### config.mk
export PLATFORM = sky130hd
export DESIGN_NAME = sub_64_seq
export DESIGN_NICKNAME = d
export VERILOG_FILES = /design/src/rtl/sub_64_seq.sv
export SDC_FILE = /design/constraint.sdc
export NUM_CORES = 1
export LEC_CHECK = 0
export CAP_MARGIN = 25
export CORE_ASPECT_RATIO = 1.5
export CORE_MARGIN = 10
export CORE_UTILIZATION = 37
export DETAILED_ROUTE_END_ITERATION = 12
export SYNTH_ARGS = -nofsm -noshare
export SYNTH_HDL_FRONTEND = slang
export SYNTH_SLANG_ARGS = --single-unit
### constraint.sdc
create_clock -name clk -period 7.71 [get_ports clk]
set_input_delay 1.1565 -clock clk [delete_from_list [all_inputs] [get_ports clk]]
set_output_delay 1.1565 -clock clk [all_outputs]
set_load 0.01 [all_outputs]
### src/rtl/sub_64_seq.sv
// sub_64_seq: multi-cycle subtractor computing in1 - in2 - bin one CHUNK-bit
// slice per clock. The borrow between slices is carried in a register, so
// the critical path is a single CHUNK-bit subtract plus the borrow select.
// A start/busy/done handshake accepts one operation at a time. All outputs
// are driven straight from flops.

module sub_64_seq #(
    parameter int WIDTH = 64,
    parameter int CHUNK = 16
) (
    input  logic             clk,
    input  logic             rst,
    input  logic             start,
    input  logic [WIDTH-1:0] in1,
    input  logic [WIDTH-1:0] in2,
    input  logic             bin,
    output logic             busy,
    output logic             done,
    output logic [WIDTH-1:0] diff,
    output logic             bout,
    output logic             ovf
);

    localparam int NCH = WIDTH / CHUNK;
    // Keep the counter at least one bit wide so a single-chunk build still elaborates.
    localparam int CW  = (NCH > 1) ? $clog2(NCH) : 1;
    localparam logic [CW-1:0] CNT_LAST = CW'(NCH - 1);

    typedef enum logic [0:0] {
        S_IDLE = 1'b0,
        S_RUN  = 1'b1
    } state_t;

    // Registered state and its next-state values.
    state_t           state_q,  state_d;
    logic [WIDTH-1:0] a_q,      a_d;
    logic [WIDTH-1:0] b_q,      b_d;
    logic             brw_q,    brw_d;
    logic [CW-1:0]    cnt_q,    cnt_d;
    logic [WIDTH-1:0] diff_q,   diff_d;
    logic             bout_q,   bout_d;
    logic             ovf_q,    ovf_d;
    logic             busy_q,   busy_d;
    logic             done_q,   done_d;

    // Slice datapath for the chunk currently selected by cnt_q.
    logic [31:0]      sh_s;
    logic [CHUNK-1:0] ca_s;
    logic [CHUNK-1:0] cb_s;
    logic [CHUNK:0]   csub_s;
    logic [CHUNK-1:0] cd_s;
    logic             cbo_s;
    logic [WIDTH-1:0] mask_s;
    logic [WIDTH-1:0] ins_s;
    logic             ovf_s;

    // Slice subtract: pick chunk cnt_q of both operands, subtract with the
    // held borrow on CHUNK+1 bits, and prepare the merged diff word.
    always_comb begin
        sh_s   = 32'(cnt_q) * 32'(CHUNK);
        ca_s   = CHUNK'(a_q >> sh_s);
        cb_s   = CHUNK'(b_q >> sh_s);
        csub_s = {1'b0, ca_s} - {1'b0, cb_s} - {{CHUNK{1'b0}}, brw_q};
        cd_s   = csub_s[CHUNK-1:0];
        cbo_s  = csub_s[CHUNK];
        mask_s = {{(WIDTH-CHUNK){1'b0}}, {CHUNK{1'b1}}} << sh_s;
        ins_s  = {{(WIDTH-CHUNK){1'b0}}, cd_s} << sh_s;
        // On the last slice cd_s carries the result MSB; signed overflow
        // happens when the operand signs differ and the result sign
        // disagrees with the minuend.
        ovf_s  = (a_q[WIDTH-1] ^ b_q[WIDTH-1]) & (a_q[WIDTH-1] ^ cd_s[CHUNK-1]);
    end

    // Next-state logic for the IDLE/RUN controller and the result registers.
    always_comb begin
        state_d = state_q;
        a_d     = a_q;
        b_d     = b_q;
        brw_d   = brw_q;
        cnt_d   = cnt_q;
        diff_d  = diff_q;
        bout_d  = bout_q;
        ovf_d   = ovf_q;
        busy_d  = busy_q;
        done_d  = 1'b0;

        case (state_q)
            S_IDLE: begin
                if (start) begin
                    // Capture operands; diff is overwritten slice by slice
                    // so it is left alone here.
                    a_d     = in1;
                    b_d     = in2;
                    brw_d   = bin;
                    cnt_d   = {CW{1'b0}};
                    bout_d  = 1'b0;
                    ovf_d   = 1'b0;
                    busy_d  = 1'b1;
                    state_d = S_RUN;
                end else begin
                    busy_d  = 1'b0;
                    state_d = S_IDLE;
                end
            end
            S_RUN: begin
                diff_d = (diff_q & ~mask_s) | ins_s;
                brw_d  = cbo_s;
                cnt_d  = cnt_q + CW'(1);
                if (cnt_q == CNT_LAST) begin
                    bout_d  = cbo_s;
                    ovf_d   = ovf_s;
                    done_d  = 1'b1;
                    busy_d  = 1'b0;
                    state_d = S_IDLE;
                end else begin
                    busy_d  = 1'b1;
                    state_d = S_RUN;
                end
            end
            default: begin
                busy_d  = 1'b0;
                state_d = S_IDLE;
            end
        endcase
    end

    // State register with asynchronous reset that also aborts a running operation.
    always_ff @(posedge clk or posedge rst) begin
        if (rst) begin
            state_q <= S_IDLE;
            a_q     <= {WIDTH{1'b0}};
            b_q     <= {WIDTH{1'b0}};
            brw_q   <= 1'b0;
            cnt_q   <= {CW{1'b0}};
            diff_q  <= {WIDTH{1'b0}};
            bout_q  <= 1'b0;
            ovf_q   <= 1'b0;
            busy_q  <= 1'b0;
            done_q  <= 1'b0;
        end else begin
            state_q <= state_d;
            a_q     <= a_d;
            b_q     <= b_d;
            brw_q   <= brw_d;
            cnt_q   <= cnt_d;
            diff_q  <= diff_d;
            bout_q  <= bout_d;
            ovf_q   <= ovf_d;
            busy_q  <= busy_d;
            done_q  <= done_d;
        end
    end

    assign busy = busy_q;
    assign done = done_q;
    assign diff = diff_q;
    assign bout = bout_q;
    assign ovf  = ovf_q;

endmodule

==> metrics.txt, run 1 <==
# TYPE chip_impl_metric gauge
chip_impl_metric{name="cts_inserted_buffers",unit=""} 17
chip_impl_metric{name="setup_viol_count_final",unit=""} 0
chip_impl_info{name="worstSetupStartpointType",value="flip-flop"} 1
chip_impl_info{name="top_signal_layer_used",value="met4"} 1
chip_impl_metric{name="synth_simple_gate_area_share",unit=""} 0.194
chip_impl_metric{name="mappedNetlistNets",unit=""} 1117
chip_impl_metric{name="async_flop_share",unit=""} 1.00
chip_impl_metric{name="ys_ff_latch",unit=""} 199
chip_impl_metric{name="port_buffers",unit=""} 199
chip_impl_metric{name="dr_wl_met3",unit="mm"} 1.05
chip_impl_metric{name="ys_types",unit=""} 44
chip_impl_metric{name="yosys.area_share.xor_xnor",unit=""} 0.0113
chip_impl_metric{name="finalWorstSetupSlack",unit="ns"} 3.12
chip_impl_metric{name="post_synth_inst_count",unit=""} 951
chip_impl_metric{name="drt_drc_violations_left",unit=""} 0
chip_impl_info{name="leading_cell_types_in_the_layout_fill_and_taps_excluded",value="sky130_fd_sc_hd__nand2_1 (424), sky130_fd_sc_hd__clkdlybuf4s50_1 (199), sky130_fd_sc_hd__dfrtp_1 (197)"} 1
chip_impl_metric{name="grt_max_degree",unit=""} 127
chip_impl_metric{name="syn-cell-area",unit="mm2"} 0.00929
chip_impl_metric{name="die_area",unit="mm2"} 0.0320
chip_impl_metric{name="initial_antenna_violation_count",unit=""} 0
chip_impl_info{name="rr_startpoint",value="cnt_q[0]"} 1
chip_impl_metric{name="drive_above_1_share",unit=""} 0.0698
chip_impl_metric{name="max_slew_margin",unit=""} 0.361
chip_impl_metric{name="met2_wirelength",unit="mm"} 15.2
chip_impl_metric{name="detail_route.iter0.violations",unit=""} 449
chip_impl_metric{name="synth_edf_count",unit=""} 0
chip_impl_metric{name="tightest_slew",unit="ns"} 0.957
chip_impl_metric{name="first_global_vias",unit=""} 7515
chip_impl_metric{name="routed-via-count",unit=""} 7140
chip_impl_metric{name="ys_seq_area_frac",unit=""} 0.536
chip_impl_metric{name="timing.critical_path.required",unit="ns"} 8.01
chip_impl_metric{name="wire_length_per_cell",unit="um"} 18.7
chip_impl_metric{name="flow.area_growth_from_synthesis",unit="%"} 31.1
chip_impl_metric{name="clk_pin_slew",unit="ns"} 0.07
chip_impl_metric{name="gp_congestion",unit=""} 0.841
chip_impl_metric{name="timing.reg2reg.worst_path_depth",unit=""} 9
chip_impl_metric{name="groute.usage.overall",unit=""} 0.173
chip_impl_metric{name="synth_compound_area_frac",unit=""} 0.0878
chip_impl_info{name="criticalPathCategory",value="reg -> reg"} 1
chip_impl_metric{name="coreArea",unit="mm2"} 0.0249
chip_impl_metric{name="finish.utilization",unit=""} 0.490
chip_impl_info{name="crit-reg2reg-capture",value="diff[62]"} 1
chip_impl_info{name="holdCritPathClass",value="reg -> reg"} 1
chip_impl_metric{name="detailed_place_hpwl",unit="mm"} 20.9
chip_impl_metric{name="grt-ovfl-total",unit=""} 0
chip_impl_info{name="largest_family_of_logic_cells_by_synthesized_area",value="simple AND/OR/NAND/NOR gates"} 1
chip_impl_metric{name="dp_worst_setup_slack",unit="ns"} 3.09
chip_impl_metric{name="chipHeight",unit="um"} 214
chip_impl_metric{name="start_util",unit=""} 0.373
chip_impl_metric{name="yosys-mux-area-fraction",unit=""} 0.0841
chip_impl_info{name="mostFrequentLayoutCell",value="sky130_fd_sc_hd__nand2_1"} 1
chip_impl_info{name="cts_root_buffer",value="sky130_fd_sc_hd__clkbuf_16"} 1
chip_impl_info{name="crit_path_frequent_cell",value="sky130_fd_sc_hd__fa_1"} 1
chip_impl_info{name="cp-endpoint",value="diff[62]"} 1
chip_impl_metric{name="drt_first_pass_iters",unit=""} 4
chip_impl_metric{name="critPathMaxFanout",unit=""} 21
chip_impl_metric{name="timing.setup.tns",unit="ns"} 0
chip_impl_info{name="status",value="finished clean"} 1
chip_impl_metric{name="fmax",unit="MHz"} 218
chip_impl_metric{name="fp.dieW",unit="um"} 149
chip_impl_metric{name="cts-hold-fix-buffers",unit=""} 0
chip_impl_metric{name="yosys_warnings",unit=""} 0
chip_impl_info{name="synth_flop_cell",value="sky130_fd_sc_hd__dfrtp_1"} 1
chip_impl_metric{name="boundaryPins",unit=""} 200
chip_impl_metric{name="met1Wirelength",unit="mm"} 10.5
chip_impl_info{name="cpMaxStageDelayCell",value="sky130_fd_sc_hd__dfrtp_2"} 1
chip_impl_metric{name="finish.net_count",unit=""} 1299
chip_impl_metric{name="detail-route-antenna-nets",unit=""} 0
chip_impl_metric{name="vias_per_cell",unit=""} 4.84
chip_impl_info{name="worstPathCellList",value="mux4_2 -> fa_1 -> fa_1 -> nand2b_1 -> a2111oi_2 -> nor3_1 -> o31ai_1 -> mux2i_1 -> o211ai_1"} 1
chip_impl_metric{name="synth_area_per_cell",unit="um2"} 9.77
chip_impl_metric{name="max_stage_delay",unit="ns"} 0.85
chip_impl_metric{name="post-cts-setup-buffer-count",unit=""} 0
chip_impl_metric{name="post_synth_fa_ha_maj_area_fraction",unit=""} 0.0474
chip_impl_metric{name="finalClockSkew",unit="ns"} 0.0170
chip_impl_metric{name="post_cts_resized",unit=""} 0
chip_impl_metric{name="period_share",unit=""} 0.595
chip_impl_info{name="worstSetupStartpoint",value="cnt_q[0]"} 1
chip_impl_info{name="setup_repair_after_global_routing_missed_its_margin",value="no"} 1
chip_impl_metric{name="timing.hold.ws",unit="ns"} 0.474
chip_impl_metric{name="layout_min_cycle_time",unit="ns"} 4.59
chip_impl_metric{name="clock_latency",unit="ns"} 0.44
chip_impl_info{name="tritoncts",value="built"} 1
chip_impl_metric{name="htree_num_levels",unit=""} 4
chip_impl_info{name="critical_path.endpoint_type",value="flip-flop"} 1
chip_impl_metric{name="clkSinkCount",unit=""} 199
chip_impl_metric{name="wl",unit="mm"} 27.5
chip_impl_metric{name="grt_first_pass_wirelength",unit="mm"} 42.8
chip_impl_metric{name="antenna_cells_inserted",unit=""} 0
chip_impl_metric{name="timing.reg2reg.setup_slack",unit="ns"} 3.12
chip_impl_metric{name="critPathArrivalTime",unit="ns"} 4.89
chip_impl_metric{name="clockBufferDepth",unit=""} 2
chip_impl_metric{name="cap_viol_max_count",unit=""} 0
chip_impl_metric{name="drv_slew",unit=""} 0
chip_impl_metric{name="fp-row-count",unit=""} 71
chip_impl_metric{name="finalHoldViolCount",unit=""} 0
## synthesized netlist by cell type, types with 6 or more instances
library cell,count,area [um2]
sky130_fd_sc_hd__clkbuf_1,37,139
sky130_fd_sc_hd__ha_1,32,400
sky130_fd_sc_hd__a22o_1,40,350
sky130_fd_sc_hd__dfrtp_1,199,4980
sky130_fd_sc_hd__a21oi_1,10,50.1
sky130_fd_sc_hd__mux4_2,32,721
sky130_fd_sc_hd__o21ai_0,25,125
sky130_fd_sc_hd__nand3_1,7,35.0
sky130_fd_sc_hd__xnor2_1,7,61.3
sky130_fd_sc_hd__nor2_1,14,52.6
sky130_fd_sc_hd__mux2i_1,6,60.1
sky130_fd_sc_hd__inv_1,50,188
sky130_fd_sc_hd__o211ai_1,6,45.0
sky130_fd_sc_hd__nand2_1,425,1600
## registers in the layout, indices dropped and copies added (netlist names)
register and cells:
b_q 64, ovf 1, a_q 64, bout 1, done 1, busy 1
brw_q 1, diff 64, cnt_q 2
## critical path: cells and delay by family, from the launching register on
| kind | cells | cell delay, ns |
|---|---|---|
| AOI/OAI and AO/OA | 3 | 1.50 |
| adders and majority gates | 2 | 0.86 |
| DFF | 1 | 0.85 |
| muxes | 2 | 0.87 |
| and+or+nand+nor | 2 | 0.37 |
## per-stage QoR
stage / instances / cell area [um2]
final: 1474 / 12200
after floorplan: 951 / 9290
after CTS: 1474 / 12200
after global placement: 1442 / 11600
after global routing: 1474 / 12200
after detailed placement: 1442 / 11600
## kinds of logic (layout without fill, tap and decap cells)
logic type      after synthesis  after routing
compound gates              108            108
xor+xnor                     12             12
fa+ha+maj                    34             34
buf+inv                      95            290
flops                       199            199
mux                          38             38
simple gates                465            465
## layer usage
metal	global-route usage	vias to the layer above
met5	0	-
met1	0.191	3462
met3	0.0283	27
li1	-	3500
met4	0.0650	0
met2	0.319	151
## cell type report
| cell class | instances | area (um2) |
|---|---|---|
| Fill cell | 2372 | 12700 |
| Sequential cell | 199 | 4980 |
| Multi-Input combinational cell | 657 | 3960 |
| Timing Repair Buffer | 206 | 2040 |
| Clock buffer | 18 | 439 |
| Tap cell | 328 | 410 |
| Inverter | 52 | 203 |
| Clock inverter | 14 | 139 |
## worst min path at each step
stage                     endpoint  startpoint  cells after the start
after floorplan            a_q[32]     a_q[32]                      2
after global placement     b_q[52]     b_q[52]                      2
after detailed placement   b_q[42]     b_q[42]                      2
after CTS                  a_q[48]     a_q[48]                      2
after global routing       a_q[16]     a_q[16]                      2
final                      b_q[47]     b_q[47]                      2
Power of run 1 is left out: the tool's default activity adds up to more than one toggle a clock period on the data nets, which glitch-free logic cannot reach.
==> run 2: changes to the inputs <==
==> constraint.sdc (replaced) <==
create_clock -name clk -period 4.3 [get_ports clk]
set_input_delay 0.645 -clock clk [delete_from_list [all_inputs] [get_ports clk]]
set_output_delay 0.645 -clock clk [all_outputs]
set_load 0.01 [all_outputs]
==> metrics.txt, run 2 (synthesized netlist as in run 1, its figures left out) <==
# TYPE chip_impl_metric gauge
chip_impl_metric{name="tightest_slew",unit="ns"} 0.925
chip_impl_info{name="cts_root_buffer",value="sky130_fd_sc_hd__clkbuf_16"} 1
chip_impl_info{name="worstSetupStartpoint",value="cnt_q[0]"} 1
chip_impl_metric{name="die_area",unit="mm2"} 0.0320
chip_impl_metric{name="boundaryPins",unit=""} 200
chip_impl_metric{name="grt_first_pass_wirelength",unit="mm"} 43.1
chip_impl_metric{name="htree_num_levels",unit=""} 4
chip_impl_metric{name="finalHoldViolCount",unit=""} 0
chip_impl_metric{name="grt_max_degree",unit=""} 82
chip_impl_metric{name="period_share",unit=""} 0.908
chip_impl_metric{name="clockBufferDepth",unit=""} 2
chip_impl_metric{name="finish.net_count",unit=""} 1309
chip_impl_metric{name="port_buffers",unit=""} 199
chip_impl_metric{name="initial_antenna_violation_count",unit=""} 0
chip_impl_metric{name="drt_first_pass_iters",unit=""} 4
chip_impl_metric{name="start_util",unit=""} 0.373
chip_impl_info{name="setup_repair_after_global_routing_missed_its_margin",value="no"} 1
chip_impl_info{name="min_from",value="b_q[47]"} 1
chip_impl_metric{name="timing.reg2reg.setup_slack",unit="ns"} 0.40
chip_impl_metric{name="flow.area_growth_from_synthesis",unit="%"} 32.7
chip_impl_metric{name="drive_above_1_share",unit=""} 0.0779
chip_impl_metric{name="detail_route.iter0.violations",unit=""} 437
chip_impl_metric{name="clkSinkCount",unit=""} 199
chip_impl_metric{name="chipHeight",unit="um"} 214
chip_impl_metric{name="wl",unit="mm"} 27.6
chip_impl_metric{name="globalRouteMet3Util",unit=""} 0.0357
chip_impl_metric{name="antenna_cells_inserted",unit=""} 0
chip_impl_metric{name="setup_viol_count_final",unit=""} 0
chip_impl_metric{name="post-cts-setup-buffer-count",unit=""} 0
chip_impl_info{name="most_used_routing_layer",value="met2"} 1
chip_impl_metric{name="clk_pin_slew",unit="ns"} 0.08
chip_impl_metric{name="detailed_place_hpwl",unit="mm"} 21.5
chip_impl_metric{name="vias_per_cell",unit=""} 4.85
chip_impl_info{name="worstSetupStartpointType",value="flip-flop"} 1
chip_impl_metric{name="timing.critical_path.required",unit="ns"} 4.63
chip_impl_metric{name="finalClockSkew",unit="ns"} 0.0118
chip_impl_metric{name="detail-route-antenna-nets",unit=""} 0
chip_impl_metric{name="grt.met2_usage",unit=""} 0.319
chip_impl_metric{name="critPathArrivalTime",unit="ns"} 4.23
chip_impl_metric{name="fp.dieW",unit="um"} 149
chip_impl_metric{name="grt-ovfl-total",unit=""} 0
chip_impl_metric{name="critPathMaxFanout",unit=""} 15
chip_impl_metric{name="wire_length_per_cell",unit="um"} 18.6
chip_impl_metric{name="cts_inserted_buffers",unit=""} 17
chip_impl_metric{name="cap_viol_max_count",unit=""} 0
chip_impl_info{name="criticalPathCategory",value="reg -> reg"} 1
chip_impl_metric{name="timing.setup.tns",unit="ns"} 0
chip_impl_metric{name="groute.usage.overall",unit=""} 0.175
chip_impl_info{name="holdCritPathClass",value="reg -> reg"} 1
chip_impl_metric{name="fp-row-count",unit=""} 71
chip_impl_info{name="mostFrequentLayoutCell",value="sky130_fd_sc_hd__nand2_1"} 1
chip_impl_info{name="critical_path.endpoint_type",value="flip-flop"} 1
chip_impl_metric{name="first_global_vias",unit=""} 7683
chip_impl_info{name="rr_startpoint",value="cnt_q[0]"} 1
chip_impl_metric{name="drv_slew",unit=""} 0
chip_impl_info{name="status",value="finished clean"} 1
chip_impl_metric{name="grt_use_met1",unit=""} 0.187
chip_impl_metric{name="drt_drc_violations_left",unit=""} 0
chip_impl_metric{name="post_cts_resized",unit=""} 0
chip_impl_metric{name="gp_congestion",unit=""} 0.893
chip_impl_info{name="tritoncts",value="built"} 1
chip_impl_metric{name="routed-via-count",unit=""} 7201
chip_impl_metric{name="layout_min_cycle_time",unit="ns"} 3.90
chip_impl_metric{name="clock_latency",unit="ns"} 0.45
chip_impl_metric{name="coreArea",unit="mm2"} 0.0249
chip_impl_metric{name="cts-hold-fix-buffers",unit=""} 0
chip_impl_metric{name="max_slew_margin",unit=""} 0.382
chip_impl_metric{name="fmax",unit="MHz"} 256
chip_impl_info{name="leading_cell_types_in_the_layout_fill_and_taps_excluded",value="sky130_fd_sc_hd__nand2_1 (424), sky130_fd_sc_hd__clkdlybuf4s50_1 (199), sky130_fd_sc_hd__dfrtp_1 (197)"} 1
==> run 2: cell type report <==
| type | instances | area (um2) |
|---|---|---|
| Clock inverter | 15 | 163 |
| Fill cell | 2344 | 12600 |
| Tap cell | 328 | 410 |
| Multi-Input combinational cell | 657 | 3960 |
| Sequential cell | 199 | 4980 |
| Clock buffer | 17 | 425 |
| Timing Repair Buffer | 216 | 2180 |
| Inverter | 52 | 199 |
==> run 2: critical path, stage by stage (launching register included) <==
cell,delay (ns)
sky130_fd_sc_hd__dfrtp_2,0.60
sky130_fd_sc_hd__buf_4,0.33
sky130_fd_sc_hd__mux4_2,0.56
sky130_fd_sc_hd__ha_1,0.30
sky130_fd_sc_hd__inv_1,0.04
sky130_fd_sc_hd__ha_1,0.34
sky130_fd_sc_hd__and2_1,0.21
sky130_fd_sc_hd__a221oi_1,0.42
sky130_fd_sc_hd__o31ai_1,0.16
sky130_fd_sc_hd__a21boi_0,0.33
sky130_fd_sc_hd__xnor2_1,0.23
sky130_fd_sc_hd__a22o_1,0.25
==> run 2: routing by layer <==
metal	up-vias	wire, um
met2	162	15000
met1	3473	10500
met3	36	1280
met5	-	0
met4	0	875
li1	3530	-
==> run 2: path summary, 6_finish.rpt <==
path,end,depth (start not counted)
min reg2reg,b_q[47],2
max reg2reg,diff[60],11
max,diff[60],11
max in group asynchronous,diff[34],4
min,b_q[47],2
min in group asynchronous,done,2
==> run 2: through the flow <==
stage | instance area [um2] | utilization | instances | setup slack [ns] | hold WS (ns)
after floorplan | 9290 | - | 951 | 0.0202 | 0.440
after global placement | 11700 | 0.471 | 1451 | 0.494 | 0.453
after detailed placement | 11700 | 0.472 | 1452 | 0.407 | 0.458
after CTS | 12300 | 0.495 | 1484 | 0.394 | 0.476
after global routing | 12300 | 0.495 | 1484 | 0.157 | 0.498
final | 12300 | 0.495 | 1484 | 0.397 | 0.474
Power of run 2 is left out for the same reason.
==> run 3: changes to the inputs <==
--- a/config.mk
+++ b/config.mk
@@ -10,6 +10,7 @@
 export CORE_MARGIN = 10
 export CORE_UTILIZATION = 37
 export DETAILED_ROUTE_END_ITERATION = 12
+export SETUP_SLACK_MARGIN = 0.3
 export SYNTH_ARGS = -nofsm -noshare
 export SYNTH_HDL_FRONTEND = slang
 export SYNTH_SLANG_ARGS = --single-unit
==> metrics.txt, run 3 (synthesized netlist as in run 1, its figures left out) <==
# TYPE chip_impl_metric gauge
chip_impl_metric{name="detail_route.iter0.violations",unit=""} 448
chip_impl_metric{name="setup_viol_count_final",unit=""} 0
chip_impl_metric{name="post_cts_resized",unit=""} 0
chip_impl_metric{name="groute.usage.overall",unit=""} 0.175
chip_impl_metric{name="cap_viol_max_count",unit=""} 0
chip_impl_info{name="setup_repair_after_global_routing_missed_its_margin",value="no"} 1
chip_impl_metric{name="dp_worst_setup_slack",unit="ns"} 0.328
chip_impl_metric{name="clk_pin_slew",unit="ns"} 0.08
chip_impl_metric{name="drv_slew",unit=""} 0
chip_impl_metric{name="clkSinkCount",unit=""} 199
chip_impl_metric{name="clockBufferDepth",unit=""} 2
chip_impl_metric{name="grt-ovfl-total",unit=""} 0
chip_impl_metric{name="cts-hold-fix-buffers",unit=""} 0
chip_impl_info{name="worstSetupStartpointType",value="flip-flop"} 1
chip_impl_metric{name="wl",unit="mm"} 28.0
chip_impl_metric{name="htree_num_levels",unit=""} 4
chip_impl_metric{name="finish.net_count",unit=""} 1305
chip_impl_metric{name="max_slew_margin",unit=""} 0.371
chip_impl_metric{name="fp-row-count",unit=""} 71
chip_impl_metric{name="timing.critical_path.required",unit="ns"} 4.64
chip_impl_metric{name="port_buffers",unit=""} 199
chip_impl_metric{name="finish.utilization",unit=""} 0.496
chip_impl_metric{name="drive_above_1_share",unit=""} 0.0799
chip_impl_metric{name="period_share",unit=""} 0.889
chip_impl_info{name="cts_root_buffer",value="sky130_fd_sc_hd__clkbuf_16"} 1
chip_impl_metric{name="start_util",unit=""} 0.373
chip_impl_metric{name="drt_first_pass_iters",unit=""} 4
chip_impl_metric{name="first_global_vias",unit=""} 7689
chip_impl_metric{name="layout_min_cycle_time",unit="ns"} 3.82
chip_impl_metric{name="coreArea",unit="mm2"} 0.0249
chip_impl_info{name="leading_cell_types_in_the_layout_fill_and_taps_excluded",value="sky130_fd_sc_hd__nand2_1 (424), sky130_fd_sc_hd__clkdlybuf4s50_1 (199), sky130_fd_sc_hd__dfrtp_1 (197)"} 1
chip_impl_metric{name="gp_congestion",unit=""} 0.863
chip_impl_metric{name="detailed_place_hpwl",unit="mm"} 21.5
chip_impl_metric{name="tightest_slew",unit="ns"} 0.943
chip_impl_info{name="tritoncts",value="built"} 1
chip_impl_info{name="critical_path.endpoint_type",value="flip-flop"} 1
chip_impl_metric{name="wire_length_per_cell",unit="um"} 18.9
chip_impl_metric{name="critPathMaxFanout",unit=""} 11
chip_impl_metric{name="n_fill_cell",unit=""} 2378
chip_impl_info{name="holdCritPathClass",value="reg -> reg"} 1
chip_impl_metric{name="boundaryPins",unit=""} 200
chip_impl_metric{name="final-instance-count-excl-fill",unit=""} 1481
chip_impl_metric{name="cts_inserted_buffers",unit=""} 17
chip_impl_metric{name="routed-via-count",unit=""} 7262
chip_impl_info{name="status",value="finished clean"} 1
chip_impl_metric{name="grt_max_degree",unit=""} 96
chip_impl_metric{name="finalHoldViolCount",unit=""} 0
chip_impl_metric{name="critPathArrivalTime",unit="ns"} 4.16
chip_impl_metric{name="vias_per_cell",unit=""} 4.90
chip_impl_metric{name="post-cts-setup-buffer-count",unit=""} 0
chip_impl_metric{name="clock_latency",unit="ns"} 0.45
chip_impl_metric{name="grt_first_pass_wirelength",unit="mm"} 43.1
chip_impl_metric{name="detail-route-antenna-nets",unit=""} 0
chip_impl_metric{name="finalClockSkew",unit="ns"} 0.0168
chip_impl_metric{name="fmax",unit="MHz"} 262
chip_impl_metric{name="timing.setup.tns",unit="ns"} 0
chip_impl_metric{name="finalWorstSetupSlack",unit="ns"} 0.477
chip_impl_metric{name="initial_antenna_violation_count",unit=""} 1
chip_impl_metric{name="flow.area_growth_from_synthesis",unit="%"} 32.9
chip_impl_metric{name="numPlacedInstances",unit=""} 1448
chip_impl_metric{name="fp.dieW",unit="um"} 149
chip_impl_metric{name="chipHeight",unit="um"} 214
chip_impl_info{name="mostFrequentLayoutCell",value="sky130_fd_sc_hd__nand2_1"} 1
chip_impl_metric{name="die_area",unit="mm2"} 0.0320
chip_impl_metric{name="drt_drc_violations_left",unit=""} 0
chip_impl_info{name="criticalPathCategory",value="reg -> reg"} 1
## run 3: cell count changes in the layout (fill, tap and decap cells not counted), moves of 2 or more
cell | before | now
sky130_fd_sc_hd__buf_4 | 12 | 8
sky130_fd_sc_hd__xor2_1 | 5 | 3
sky130_fd_sc_hd__inv_6 | 5 | 3
sky130_fd_sc_hd__xor2_2 | 0 | 2
sky130_fd_sc_hd__inv_8 | 4 | 6
## run 3: layout make-up
class,count,area (um2),area share
sequential,199,4980,0.404
multi-input combinational,657,4020,0.325
timing repair buffer,212,2140,0.174
clock buffer,18,439,0.0356
tap,328,410,0.0332
inverter,52,199,0.0161
clock inverter,14,149,0.0121
antenna,1,2.50,0.000203
## run 3: per-stage QoR
| step | area (um2) | hold WS, ns |
|---|---|---|
| 6_report | 12300 | 0.476 |
| 5_1_grt | 12300 | 0.495 |
| 4_1_cts | 12300 | 0.476 |
| 3_5_place_dp | 11700 | 0.457 |
| 3_3_place_gp | 11700 | 0.452 |
| 2_1_floorplan | 9300 | 0.440 |
## run 3: worst paths after layout
| check | start | end | slack, ns | cells past startpoint |
|---|---|---|---|---|
| max | cnt_q[0] | diff[61] | 0.48 | 12 |
| min | a_q[62] | a_q[62] | 0.48 | 2 |
| max reg2reg | cnt_q[0] | diff[61] | 0.48 | 12 |
| min reg2reg | a_q[62] | a_q[62] | 0.48 | 2 |
| max in group asynchronous | rst | cnt_q[0] | 2.73 | 3 |
| min in group asynchronous | rst | done | 0.68 | 2 |
## run 3: routing by layer
layer | global-route usage | wire [um] | vias to the layer above
met5 | 0 | 0 | -
li1 | - | - | 3513
met4 | 0.0614 | 737 | 0
met2 | 0.325 | 15700 | 168
met3 | 0.0374 | 1280 | 32
met1 | 0.188 | 10300 | 3549
## run 3: worst max-delay path, cell delays in order, from the launching register on
cell and delay, ns:
sky130_fd_sc_hd__dfrtp_4 0.57, sky130_fd_sc_hd__buf_4 0.30, sky130_fd_sc_hd__mux4_2 0.52, sky130_fd_sc_hd__inv_1 0.11
sky130_fd_sc_hd__ha_1 0.25, sky130_fd_sc_hd__inv_1 0.07, sky130_fd_sc_hd__ha_1 0.28, sky130_fd_sc_hd__and2_1 0.21
sky130_fd_sc_hd__a221o_1 0.39, sky130_fd_sc_hd__a221oi_4 0.41, sky130_fd_sc_hd__o21ai_1 0.17, sky130_fd_sc_hd__xor2_2 0.20
sky130_fd_sc_hd__a22o_1 0.22
Power of run 3 is left out for the same reason.
